==> src/rtl/reset_seq_if.sv <==
// reset_seq_if: bundle of the PLL-lock, software-reset and watchdog inputs and
// the staged reset outputs of reset_seq.
//   master : drives pll_lock, sw_rst_req, wdt_en, wdt_kick, wdt_timeout and
//            observes rst_out, all_done, cause (PLL wrapper / system side)
//   slave  : the reset sequencer itself
interface reset_seq_if #(
  parameter int NUM_OUT = 4,
  parameter int WDT_W   = 16
);
  logic               pll_lock;
  logic               sw_rst_req;
  logic               wdt_en;
  logic               wdt_kick;
  logic [WDT_W-1:0]   wdt_timeout;
  logic [NUM_OUT-1:0] rst_out;
  logic               all_done;
  logic [1:0]         cause;

  modport master (
    output pll_lock, sw_rst_req, wdt_en, wdt_kick, wdt_timeout,
    input  rst_out, all_done, cause
  );

  modport slave (
    input  pll_lock, sw_rst_req, wdt_en, wdt_kick, wdt_timeout,
    output rst_out, all_done, cause
  );
endinterface

==> src/rtl/reset_seq.sv <==
// reset_seq: staged reset generator sitting between the PLL and the system.
// Waits for a filtered, stable PLL lock, then a 2^CNT_W-cycle settle period,
// then releases NUM_OUT active-high resets one at a time, STAGE_GAP cycles
// apart (bit 0 first). Lock loss, a software request or a watchdog timeout
// throws every output back into reset together; the reason is kept in cause.
// Ports:
//   clk     : system clock (PLL output)
//   reset_n : asynchronous active-low power-on clear
//   bus     : reset_seq_if.slave -- pll_lock (async), sw_rst_req, wdt_en,
//             wdt_kick, wdt_timeout in; rst_out, all_done, cause out
module reset_seq #(
  parameter int NUM_OUT   = 4,
  parameter int CNT_W     = 8,
  parameter int LOCK_FILT = 4,
  parameter int STAGE_GAP = 16,
  parameter int WDT_W     = 16
) (
  input  logic             clk,
  input  logic             reset_n,
  reset_seq_if.slave       bus
);

  localparam int FILT_W   = $clog2(LOCK_FILT + 1);
  localparam int GAP_W    = $clog2(STAGE_GAP + 1);
  localparam int STG_W    = (NUM_OUT > 1) ? $clog2(NUM_OUT) : 1;
  localparam int LAST_STG = (NUM_OUT > 1) ? NUM_OUT - 2 : 0;

  localparam logic [1:0] CAUSE_POR  = 2'd0;
  localparam logic [1:0] CAUSE_LOCK = 2'd1;
  localparam logic [1:0] CAUSE_SW   = 2'd2;
  localparam logic [1:0] CAUSE_WDT  = 2'd3;

  typedef enum logic [1:0] {HOLD, WAIT, RELEASE, RUN} state_t;

  state_t             state_reg;
  logic               sync1_reg;
  logic               lock_s_reg;
  logic [FILT_W-1:0]  filt_reg;
  logic [CNT_W-1:0]   cnt_reg;
  logic [STG_W-1:0]   stg_reg;
  logic [GAP_W-1:0]   gap_reg;
  logic [WDT_W-1:0]   wdt_reg;
  logic [NUM_OUT-1:0] rst_out_reg;
  logic               all_done_reg;
  logic [1:0]         cause_reg;

  logic               wdt_on;
  logic               wdt_trip;
  logic               reenter;
  logic [NUM_OUT-1:0] rst_shift;

  // A kick on the trip edge suppresses the trip.
  assign wdt_on    = bus.wdt_en && (bus.wdt_timeout != '0);
  assign wdt_trip  = (state_reg == RUN) && wdt_on && !bus.wdt_kick &&
                     (wdt_reg == bus.wdt_timeout - WDT_W'(1));
  assign reenter   = (state_reg != HOLD) &&
                     (!lock_s_reg || wdt_trip || bus.sw_rst_req);
  // Outputs release bit 0 first, so each stage is a left shift of the mask;
  // this keeps the vector monotonic (bits only ever fall while releasing).
  assign rst_shift = rst_out_reg << 1;

  always_ff @(posedge clk or negedge reset_n) begin
    if (!reset_n) begin
      state_reg    <= HOLD;
      sync1_reg    <= 1'b0;
      lock_s_reg   <= 1'b0;
      filt_reg     <= '0;
      cnt_reg      <= '0;
      stg_reg      <= '0;
      gap_reg      <= '0;
      wdt_reg      <= '0;
      rst_out_reg  <= '1;
      all_done_reg <= 1'b0;
      cause_reg    <= CAUSE_POR;
    end else begin
      sync1_reg  <= bus.pll_lock;
      lock_s_reg <= sync1_reg;

      if (reenter) begin
        state_reg    <= HOLD;
        rst_out_reg  <= '1;
        all_done_reg <= 1'b0;
        filt_reg     <= '0;
        cnt_reg      <= '0;
        stg_reg      <= '0;
        gap_reg      <= '0;
        wdt_reg      <= '0;
        // Priority: lock loss, then watchdog, then software request.
        if (!lock_s_reg)   cause_reg <= CAUSE_LOCK;
        else if (wdt_trip) cause_reg <= CAUSE_WDT;
        else               cause_reg <= CAUSE_SW;
      end else begin
        case (state_reg)
          HOLD: begin
            if (!lock_s_reg) begin
              filt_reg <= '0;
            end else if (filt_reg == FILT_W'(LOCK_FILT - 1)) begin
              state_reg <= WAIT;
              cnt_reg   <= '0;
              filt_reg  <= '0;
            end else begin
              filt_reg <= filt_reg + FILT_W'(1);
            end
          end
          WAIT: begin
            cnt_reg <= cnt_reg + CNT_W'(1);
            if (cnt_reg == '1) begin
              rst_out_reg <= rst_shift;
              stg_reg     <= '0;
              gap_reg     <= '0;
              if (NUM_OUT == 1) begin
                state_reg    <= RUN;
                all_done_reg <= 1'b1;
              end else begin
                state_reg <= RELEASE;
              end
            end
          end
          RELEASE: begin
            if (gap_reg == GAP_W'(STAGE_GAP - 1)) begin
              gap_reg     <= '0;
              rst_out_reg <= rst_shift;
              stg_reg     <= stg_reg + STG_W'(1);
              // stg counts releases after bit 0; the last one ends the sequence
              if (stg_reg == STG_W'(LAST_STG)) begin
                state_reg    <= RUN;
                all_done_reg <= 1'b1;
              end
            end else begin
              gap_reg <= gap_reg + GAP_W'(1);
            end
          end
          RUN: begin
            if (!wdt_on || bus.wdt_kick) wdt_reg <= '0;
            else                         wdt_reg <= wdt_reg + WDT_W'(1);
          end
          default: state_reg <= HOLD;
        endcase
      end
    end
  end

  assign bus.rst_out  = rst_out_reg;
  assign bus.all_done = all_done_reg;
  assign bus.cause    = cause_reg;

endmodule

==> src/flat_wrapper.sv <==
// flat-port wrapper written by rule: the top's interface ports become plain ports
module reset_seq_flat 
#(
  parameter int NUM_OUT   = 4,
  parameter int CNT_W     = 8,
  parameter int LOCK_FILT = 4,
  parameter int STAGE_GAP = 16,
  parameter int WDT_W     = 16
)
  (clk, reset_n, bus_pll_lock, bus_sw_rst_req, bus_wdt_en, bus_wdt_kick, bus_wdt_timeout, bus_rst_out, bus_all_done, bus_cause);
  reset_seq_if #(.NUM_OUT(NUM_OUT), .WDT_W(WDT_W)) bus_i ();
  input  logic clk;
  input  logic reset_n;
  input wire logic [$bits(bus_i.pll_lock)-1:0] bus_pll_lock;
  input wire logic [$bits(bus_i.sw_rst_req)-1:0] bus_sw_rst_req;
  input wire logic [$bits(bus_i.wdt_en)-1:0] bus_wdt_en;
  input wire logic [$bits(bus_i.wdt_kick)-1:0] bus_wdt_kick;
  input wire logic [$bits(bus_i.wdt_timeout)-1:0] bus_wdt_timeout;
  output wire logic [$bits(bus_i.rst_out)-1:0] bus_rst_out;
  output wire logic [$bits(bus_i.all_done)-1:0] bus_all_done;
  output wire logic [$bits(bus_i.cause)-1:0] bus_cause;
  assign bus_i.pll_lock = bus_pll_lock;
  assign bus_i.sw_rst_req = bus_sw_rst_req;
  assign bus_i.wdt_en = bus_wdt_en;
  assign bus_i.wdt_kick = bus_wdt_kick;
  assign bus_i.wdt_timeout = bus_wdt_timeout;
  assign bus_rst_out = bus_i.rst_out;
  assign bus_all_done = bus_i.all_done;
  assign bus_cause = bus_i.cause;
  reset_seq #(.NUM_OUT(NUM_OUT), .CNT_W(CNT_W), .LOCK_FILT(LOCK_FILT), .STAGE_GAP(STAGE_GAP), .WDT_W(WDT_W)) u_core (.clk(clk), .reset_n(reset_n), .bus(bus_i));
endmodule
==> config.mk <==
export PLATFORM = sky130hd
export DESIGN_NAME = reset_seq_flat
export DESIGN_NICKNAME = d
export VERILOG_FILES = /design/src/rtl/reset_seq_if.sv /design/src/rtl/reset_seq.sv /design/src/flat_wrapper.sv
export SDC_FILE = /design/constraint.sdc
export NUM_CORES = 1
export LEC_CHECK = 0
export CAP_MARGIN = 20
export CORE_MARGIN = 2
export CORE_UTILIZATION = 54
export CTS_BUF_LIST = sky130_fd_sc_hd__clkbuf_8
export DETAILED_ROUTE_END_ITERATION = 16
export PLACE_DENSITY = 0.81
export SYNTH_ARGS = -nofsm -noshare
export SYNTH_HDL_FRONTEND = slang
export SYNTH_SLANG_ARGS = --single-unit
==> constraint.sdc <==
create_clock -name clk -period 2.7 [get_ports clk]
set_input_delay 0.81 -clock clk [delete_from_list [all_inputs] [get_ports clk]]
set_output_delay 0.81 -clock clk [all_outputs]
set_load 0.05 [all_outputs]
==> results of run 1 <==
## logic make-up (layout without fill, tap and decap cells)
group                    after synthesis  in the layout  synth area share
AO/OA/AOI/OAI                         92             92             0.206
XOR/XNOR                              17             17            0.0482
adder cells (fa/ha/maj)               11             11            0.0446
flip-flops                            45             45             0.366
AND/OR/NAND/NOR                      150            150             0.259
buffers and inverters                 31             95            0.0466
multiplexers                           9              9            0.0300
## power by group through the flow
stage          registers (mW)  logic, mW  clock network [mW]
5_1_grt                 0.855       1.42               0.572
2_1_floorplan           0.957      0.733                   0
3_3_place_gp            0.847       1.17                   0
6_report                0.840       1.29               0.536
4_1_cts                 0.841       1.23               0.549
3_5_place_dp            0.852       1.20                   0
## path summary, 6_finish.rpt
check                                              start                           endpoint
setup / recovery                      bus_wdt_timeout[3]    u_core.bus.cause[1]$_DFFE_PN0N_
hold / removal                u_core.sync1_reg$_DFF_PN0_        u_core.lock_s_reg$_DFF_PN0_
setup reg to reg           u_core.wdt_reg[5]$_DFFE_PN0P_    u_core.bus.cause[1]$_DFFE_PN0N_
hold reg to reg               u_core.sync1_reg$_DFF_PN0_        u_core.lock_s_reg$_DFF_PN0_
max in group asynchronous                        reset_n  u_core.bus.rst_out[0]$_DFFE_PN1P_
min in group asynchronous                        reset_n      u_core.cnt_reg[7]$_DFFE_PN0P_
## worst max-delay path: cells and delay by family
kind | cells | cell delay [ns]
and+or+nand+nor | 3 | 1.46
muxes | 1 | 0.32
buffers and inverters | 3 | 0.36
AOI/OAI and AO/OA | 3 | 0.51
## per-stage QoR
step / setup TNS [ns] / setup slack [ns] / util / hold WS [ns]
5_1_grt: -24.94 / -0.636 / 0.737 / 0.380
3_3_place_gp: -54.56 / -1.32 / 0.685 / 0.335
6_report: -21.91 / -0.567 / 0.737 / 0.353
3_5_place_dp: -55.31 / -1.34 / 0.685 / 0.335
2_1_floorplan: -35.19 / -1.01 / - / 0.331
4_1_cts: -23.07 / -0.596 / 0.713 / 0.353
## routing by layer
metal	wire, um	part of all wire	vias to the layer above
met5	0	0	-
met1	3780	0.46	1496
li1	-	-	1446
met4	108	0.013	0
met3	463	0.056	12
met2	3930	0.47	120
## cells in the final DEF, fill, tap and decap left out, types with 4 or more instances in the layout
cell type,synthesis,layout
mux2i_1,7,7
and3_1,8,8
or4_4,1,4
nor3_1,7,5
nor2_1,24,24
inv_1,10,9
nor2b_1,7,7
nand4_1,6,6
xor2_1,5,5
dfstp_2,4,4
clkdlybuf4s50_1,0,14
nand3_1,13,13
xnor2_1,12,12
ha_1,11,10
nand2b_1,8,8
a311oi_1,10,9
a21oi_1,21,21
dfrtp_1,41,41
nand3b_1,5,5
a31oi_1,7,6
buf_2,4,6
nand2_1,39,39
clkbuf_8,0,5
buf_4,0,42
buf_6,3,8
o21ai_0,14,14
a41oi_1,5,5
nor4_4,0,4
## area by class of cell
class	instances	area, um^2	area share
Tap cell	72	90.1	0.0222
Clock buffer	5	68.8	0.0169
Multi-Input combinational cell	279	2020	0.497
Inverter	10	37.5	0.00925
Timing Repair Buffer	77	666	0.164
Clock inverter	3	50.0	0.0123
Sequential cell	45	1130	0.279
## timing repair
| action | in CTS | in global routing |
|---|---|---|
| gates resized for setup | 56 | 18 |
| buffers inserted | 1 | 2 |
| pin swaps | 8 | 17 |
| endpoints found under the hold margin | 0 | 0 |
| setup endpoints to repair | 43 | 43 |
==> reports/metrics.yaml, run 1 <==
synth:
  syn_area_um2: 3090
  ys_warn_count: 0
  yosys.area.top_type: "dfrtp_1"
  synth_nets: 388
  synth-seq-cells: 45
  yosysTopAreaCellShare: 0.332
  synth-edff-count: 0
  synthCells: 355
  synthArstFlopShare: 1.00
  ys_types: 60
  synth_seq_area_share: 0.366
  synthTopCellsByArea: "dfrtp_1, nand2_1, ha_1, a21oi_1, dfstp_2"
  ys.flop_type: "dfrtp_1"
  ys_top_cells_by_count: "dfrtp_1, nand2_1, nor2_1, a21oi_1, o21ai_0"
  synth.most_common_cell: "dfrtp_1"
  avgSynthCellArea_um2: 8.69
timing:
  slew_violations: 0
  rsz0062_at_grt: "true"
  fmax_mhz: 306
  max-slew-margin-rel: 0.602
  period_minus_slack_ns: 3.27
  final.period_utilization: 1.21
  fin_ws_ns: -0.567
  hold_violations: 0
  worstMarginPinSlew_ns: 0.597
  finalSetupViolCount: 43
  fin_skew_ns: 0.0120
finish:
  fillCellCount: 388
  layout.cells.non_filler: 491
  final_nets: 451
  drive_above_1_share: 0.248
  final_cell_area_um2: 4060
  syn_to_final_growth_pct: 31.5
  num_antenna_cells: 0
  largest_reg_flops: 16
critical_path:
  path_cells: "buf_6 -> or3_4 -> buf_6 -> or4_4 -> buf_6 -> a22oi_2 -> o221ai_2 -> or4_4 -> a21oi_4 -> mux2_4"
  slowest_stage: "or4_4"
  path_max_fanout: 4
  max_stage_delay_ns: 0.54
  rr_worst_depth: 8
  crit_path_end_kind: "flip-flop"
  path_class: "input port to flip-flop"
  start_kind: "input port"
  required_ns: 2.90
  r2r_setup_slack_ns: -0.05
  cp_data_arrival_time_ns: 3.46
  crit_top_cell: "buf_6"
power:
  p_per_area_nw_per_um2: 658
  sequentialPowerShare: 0.315
  clockPowerShare: 0.201
  comb_power_share: 0.485
  cellLeakagePower_nw: 1.64
  p_switching_mw: 1.12
  fin_total_pwr_mw: 2.67
  swShare: 0.421
  ir_worst_vdd_v: 0.000610
  internal-power_mw: 1.55
floorplanning:
  die_h_um: 79.6
  coreArea_um2: 5510
  core.rowCount: 27
  start_util: 0.561
  dieArea_um2: 6340
  ios: 29
  dieWidth_um: 79.6
drt:
  detailedRoute.firstIterationViolations: 248
  drt_wl_total_um: 8280
  detail-route-antenna-nets: 0
  drc_errors: 0
  wl_per_cell_um: 16.9
  drt-pass1-iter-count: 5
  viasPerCell: 6.26
  vias: 3074
global_route:
  grt_overflow: 0
  grt_max_degree: 30
  grt-busiest-layer: "met2"
  antenna_found_initial: 0
  grt_use_total: 0.271
  gr-usage-met2: 0.434
  grt_use_met1: 0.380
  use_met3: 0.0475
  grt_pass1_wl_um: 13500
  grt_pass1_vias: 2898
cts:
  cts_root_buf: "clkbuf_8"
  cts_made_buffers: 5
  htreeDepth: 2
  cts_tree: "done"
  clk_pin_slew_ns: 0.09
  clock-sinks: 45
  hold_buffers: 0
  clk_path_buf_depth: 2
  clock_latency_ns: 0.31
placement:
  portBuffers: 28
  post_dp_cell_area_um2: 3770
  placed_cells: 480
  place.detailed.hpwl_um: 5730
  place_congestion: 0.913
flow_run:
  drv_cap: 0
min_path:
  hp-class: "flip-flop to flip-flop"
  hold_depth: 0
status:
  violations: "negative setup slack"
  status: "finished with violations"
No activity file was read; power rests on OpenSTA's default activity.
==> run 2, diff against run 1 <==
Settings changed: CTS_CLUSTER_SIZE set to 30, GPL_ROUTABILITY_DRIVEN set to 0.
==> results of run 2 <==
No change in the layout: final DEF, timing and power equal those of run 1.
==> run 3, diff against run 2 <==
Settings changed: CORE_ASPECT_RATIO set to 0.75, RECOVER_POWER set to 50.
==> reports/metrics.yaml, run 3 (synthesized netlist as in run 1, its figures left out) <==
timing:
  final.period_utilization: 1.25  # was 1.21
  rsz0062_at_grt: "true"  # unchanged
  max-slew-margin-rel: 0.251  # was 0.602
  slew_violations: 0  # unchanged
  worstMarginPinSlew_ns: 1.12  # was 0.597 ns
  fmax_mhz: 297  # was 306 MHz
  fin_skew_ns: 0.00606  # was 0.0120 ns
  hold_ws_ns: 0.360  # was 0.353 ns
  hold_violations: 0  # unchanged
  period_minus_slack_ns: 3.37  # was 3.27 ns
  finalSetupViolCount: 43  # unchanged
  fin_ws_ns: -0.666  # was -0.567 ns
global_route:
  grt_pass1_vias: 2804  # was 2898
  grt_pass1_wl_um: 13600  # was 13500 um
  grt_max_degree: 46  # was 30
  use_met3: 0.0685  # was 0.0475
  antenna_found_initial: 0  # unchanged
  grt_overflow: 0  # unchanged
  gr-usage-met2: 0.372  # was 0.434
  grt_use_met1: 0.408  # was 0.380
  grt-busiest-layer: "met1"  # was met2
  grt_use_total: 0.268  # was 0.271
finish:
  fin_util: 0.738  # was 0.737
  most-common-layout-cells: "buf_4, dfrtp_1, nand2_1, nor2_1, a21oi_1"  # unchanged
  final-seq-area_um2: 1130  # unchanged
  final_nets: 455  # was 451
  num_antenna_cells: 0  # unchanged
  largest_reg_flops: 16  # unchanged
  fillCellCount: 370  # was 388
  drive_above_1_share: 0.232  # was 0.248
  syn_to_final_growth_pct: 30.0  # was 31.5%
  layout.cells.non_filler: 498  # was 491
  final_common_cell: "buf_4"  # unchanged
  multi_input_area_um2: 1940  # was 2020 um^2
drt:
  drt-pass1-iter-count: 5  # unchanged
  drt_wl_total_um: 8760  # was 8280 um
  detailedRoute.firstIterationViolations: 337  # was 248
  detail-route-antenna-nets: 0  # unchanged
  drc_errors: 0  # unchanged
  viasPerCell: 6.28  # was 6.26
  vias: 3128  # was 3074
  wl_per_cell_um: 17.6  # was 16.9 um
critical_path:
  crit_top_cell: "or4_4"  # was buf_6
  crit_path_end_kind: "flip-flop"  # unchanged
  rr_worst_depth: 10  # was 8
  slowest_stage: "or4_4"  # unchanged
  critPathTopFamily: "simple AND/OR/NAND/NOR gates"  # unchanged
  path_buf_inv: 3  # unchanged
  path_max_fanout: 17  # was 4
  r2r-start: "u_core.wdt_reg[5]$_DFFE_PN0P_"  # unchanged
  required_ns: 2.87  # was 2.90 ns
  start_kind: "input port"  # unchanged
  r2r_end: "u_core.wdt_reg[15]$_DFFE_PN0P_"  # was u_core.bus.cause[1]$_DFFE_PN0N_
  r2r_setup_slack_ns: -0.10  # was -0.05 ns
  path_cells: "buf_6 -> or4_4 -> or4_4 -> nor4_4 -> o211ai_1 -> or4_4 -> a21oi_4 -> buf_4 -> buf_8 -> a311oi_1"  # was buf_6 -> or3_4 -> buf_6 -> or4_4 -> buf_6 -> a22oi_2 -> o221ai_2 -> or4_4 -> a21oi_4 -> mux2_4
  max_stage_delay_ns: 0.57  # was 0.54 ns
  cp_data_arrival_time_ns: 3.53  # was 3.46 ns
  path_class: "input port to flip-flop"  # unchanged
cts:
  clock-sinks: 45  # unchanged
  hold_buffers: 0  # unchanged
  clk_pin_slew_ns: 0.08  # was 0.09 ns
  cts_tree: "done"  # unchanged
  clk_path_buf_depth: 2  # unchanged
  cts_root_buf: "clkbuf_8"  # unchanged
  htreeDepth: 2  # unchanged
  cts_made_buffers: 5  # unchanged
  clock_latency_ns: 0.30  # was 0.31 ns
placement:
  pre_cts_ws_ns: -1.42  # was -1.34 ns
  portBuffers: 28  # unchanged
  place.detailed.hpwl_um: 6110  # was 5730 um
  placed_cells: 484  # was 480
floorplanning:
  dieWidth_um: 91.3  # was 79.6 um
  core.rowCount: 23  # was 27
  dieArea_um2: 6340  # about the same
  start_util: 0.568  # was 0.561
  die_h_um: 69.5  # was 79.6 um
  coreArea_um2: 5440  # was 5510 um^2
  ios: 29  # unchanged
power:
  p_per_area_nw_per_um2: 687  # was 658 nW/um^2
  fin_total_pwr_mw: 2.75  # was 2.67 mW
  cellLeakagePower_nw: 1.66  # was 1.64 nW
  ir_worst_vdd_v: 0.000374  # was 0.000610 V
min_path:
  hp-class: "flip-flop to flip-flop"  # unchanged
  hold_start: "u_core.sync1_reg$_DFF_PN0_"  # unchanged
  hold_depth: 0  # unchanged
  hold-path-endpoint: "u_core.lock_s_reg$_DFF_PN0_"  # unchanged
status:
  violations: "negative setup slack"  # unchanged
  status: "finished with violations"  # unchanged
flow_run:
  drv_cap: 0  # unchanged
==> run 3: cell count changes in the layout (fill, tap and decap cells not counted), moves of 2 or more <==
cell,change
dlygate4sd2_1,+3
nor4_4,-2
nor4_2,-2
nor4_1,+4
buf_2,-2
buf_6,-3
clkbuf_2,+2
buf_4,+4
==> run 3: worst reg2reg max path, cell delays in order (launching register included) <==
cell       delay (ns)
dfrtp_1          0.39
xnor2_1          0.15
or3_4            0.36
a2111oi_4        0.37
buf_4            0.16
nand4_1          0.10
or4_4            0.59
a21oi_4          0.17
buf_4            0.16
buf_8            0.16
a311oi_1         0.06
==> run 3: how the worst max path moves through the flow <==
stage                             from                           endpoint  cells past startpoint
finish              bus_wdt_timeout[5]     u_core.wdt_reg[15]$_DFFE_PN0P_                     10
global placement    bus_wdt_timeout[1]      u_core.wdt_reg[7]$_DFFE_PN0P_                     11
CTS                 bus_wdt_timeout[5]    u_core.bus.cause[1]$_DFFE_PN0N_                      8
global route        bus_wdt_timeout[5]  u_core.bus.rst_out[2]$_DFFE_PN1P_                     10
detailed placement  bus_wdt_timeout[1]      u_core.cnt_reg[0]$_DFFE_PN0P_                     11
floorplan           bus_wdt_timeout[5]    u_core.bus.cause[1]$_DFFE_PN0N_                     11
==> run 3: cell type report <==
cell class                      count  share of cell area
Timing Repair Buffer               81               0.174
Clock inverter                      2             0.00842
Inverter                           10             0.00936
Tap cell                           75              0.0234
Sequential cell                    45               0.282
Multi-Input combinational cell    279               0.483
Clock buffer                        6              0.0206
==> run 3: report_power, final <==
part | total, mW | internal [mW] | switching, mW | leakage (nW)
sequential | 0.844 | 0.769 | 0.0750 | 0.601
clock | 0.528 | 0.298 | 0.230 | 0.0626
combinational | 1.38 | 0.559 | 0.824 | 0.993
==> run 3: through the flow <==
step	instance area, um^2	TNS (ns)
detailed placement	3770	-58.21
global placement	3770	-53.34
floorplan	3170	-35.19
CTS	3930	-25.57
global route	4010	-29.52
finish	4010	-26.54
==> run 3: repair_timing <==
| item | CTS | global route |
|---|---|---|
| setup endpoints to repair | 43 | 43 |
| endpoints found under the hold margin | 0 | 0 |
| resized for setup | 46 | 7 |
| gates cloned | 0 | 1 |
| buffers inserted | 1 | 4 |
| pin swaps | 8 | 2 |
==> run 3: routing by layer <==
| metal | part of all wire | vias to the layer above |
|---|---|---|
| met1 | 0.45 | 1510 |
| met4 | 0.023 | 0 |
| met5 | 0 | - |
| met2 | 0.45 | 134 |
| li1 | - | 1455 |
| met3 | 0.077 | 29 |
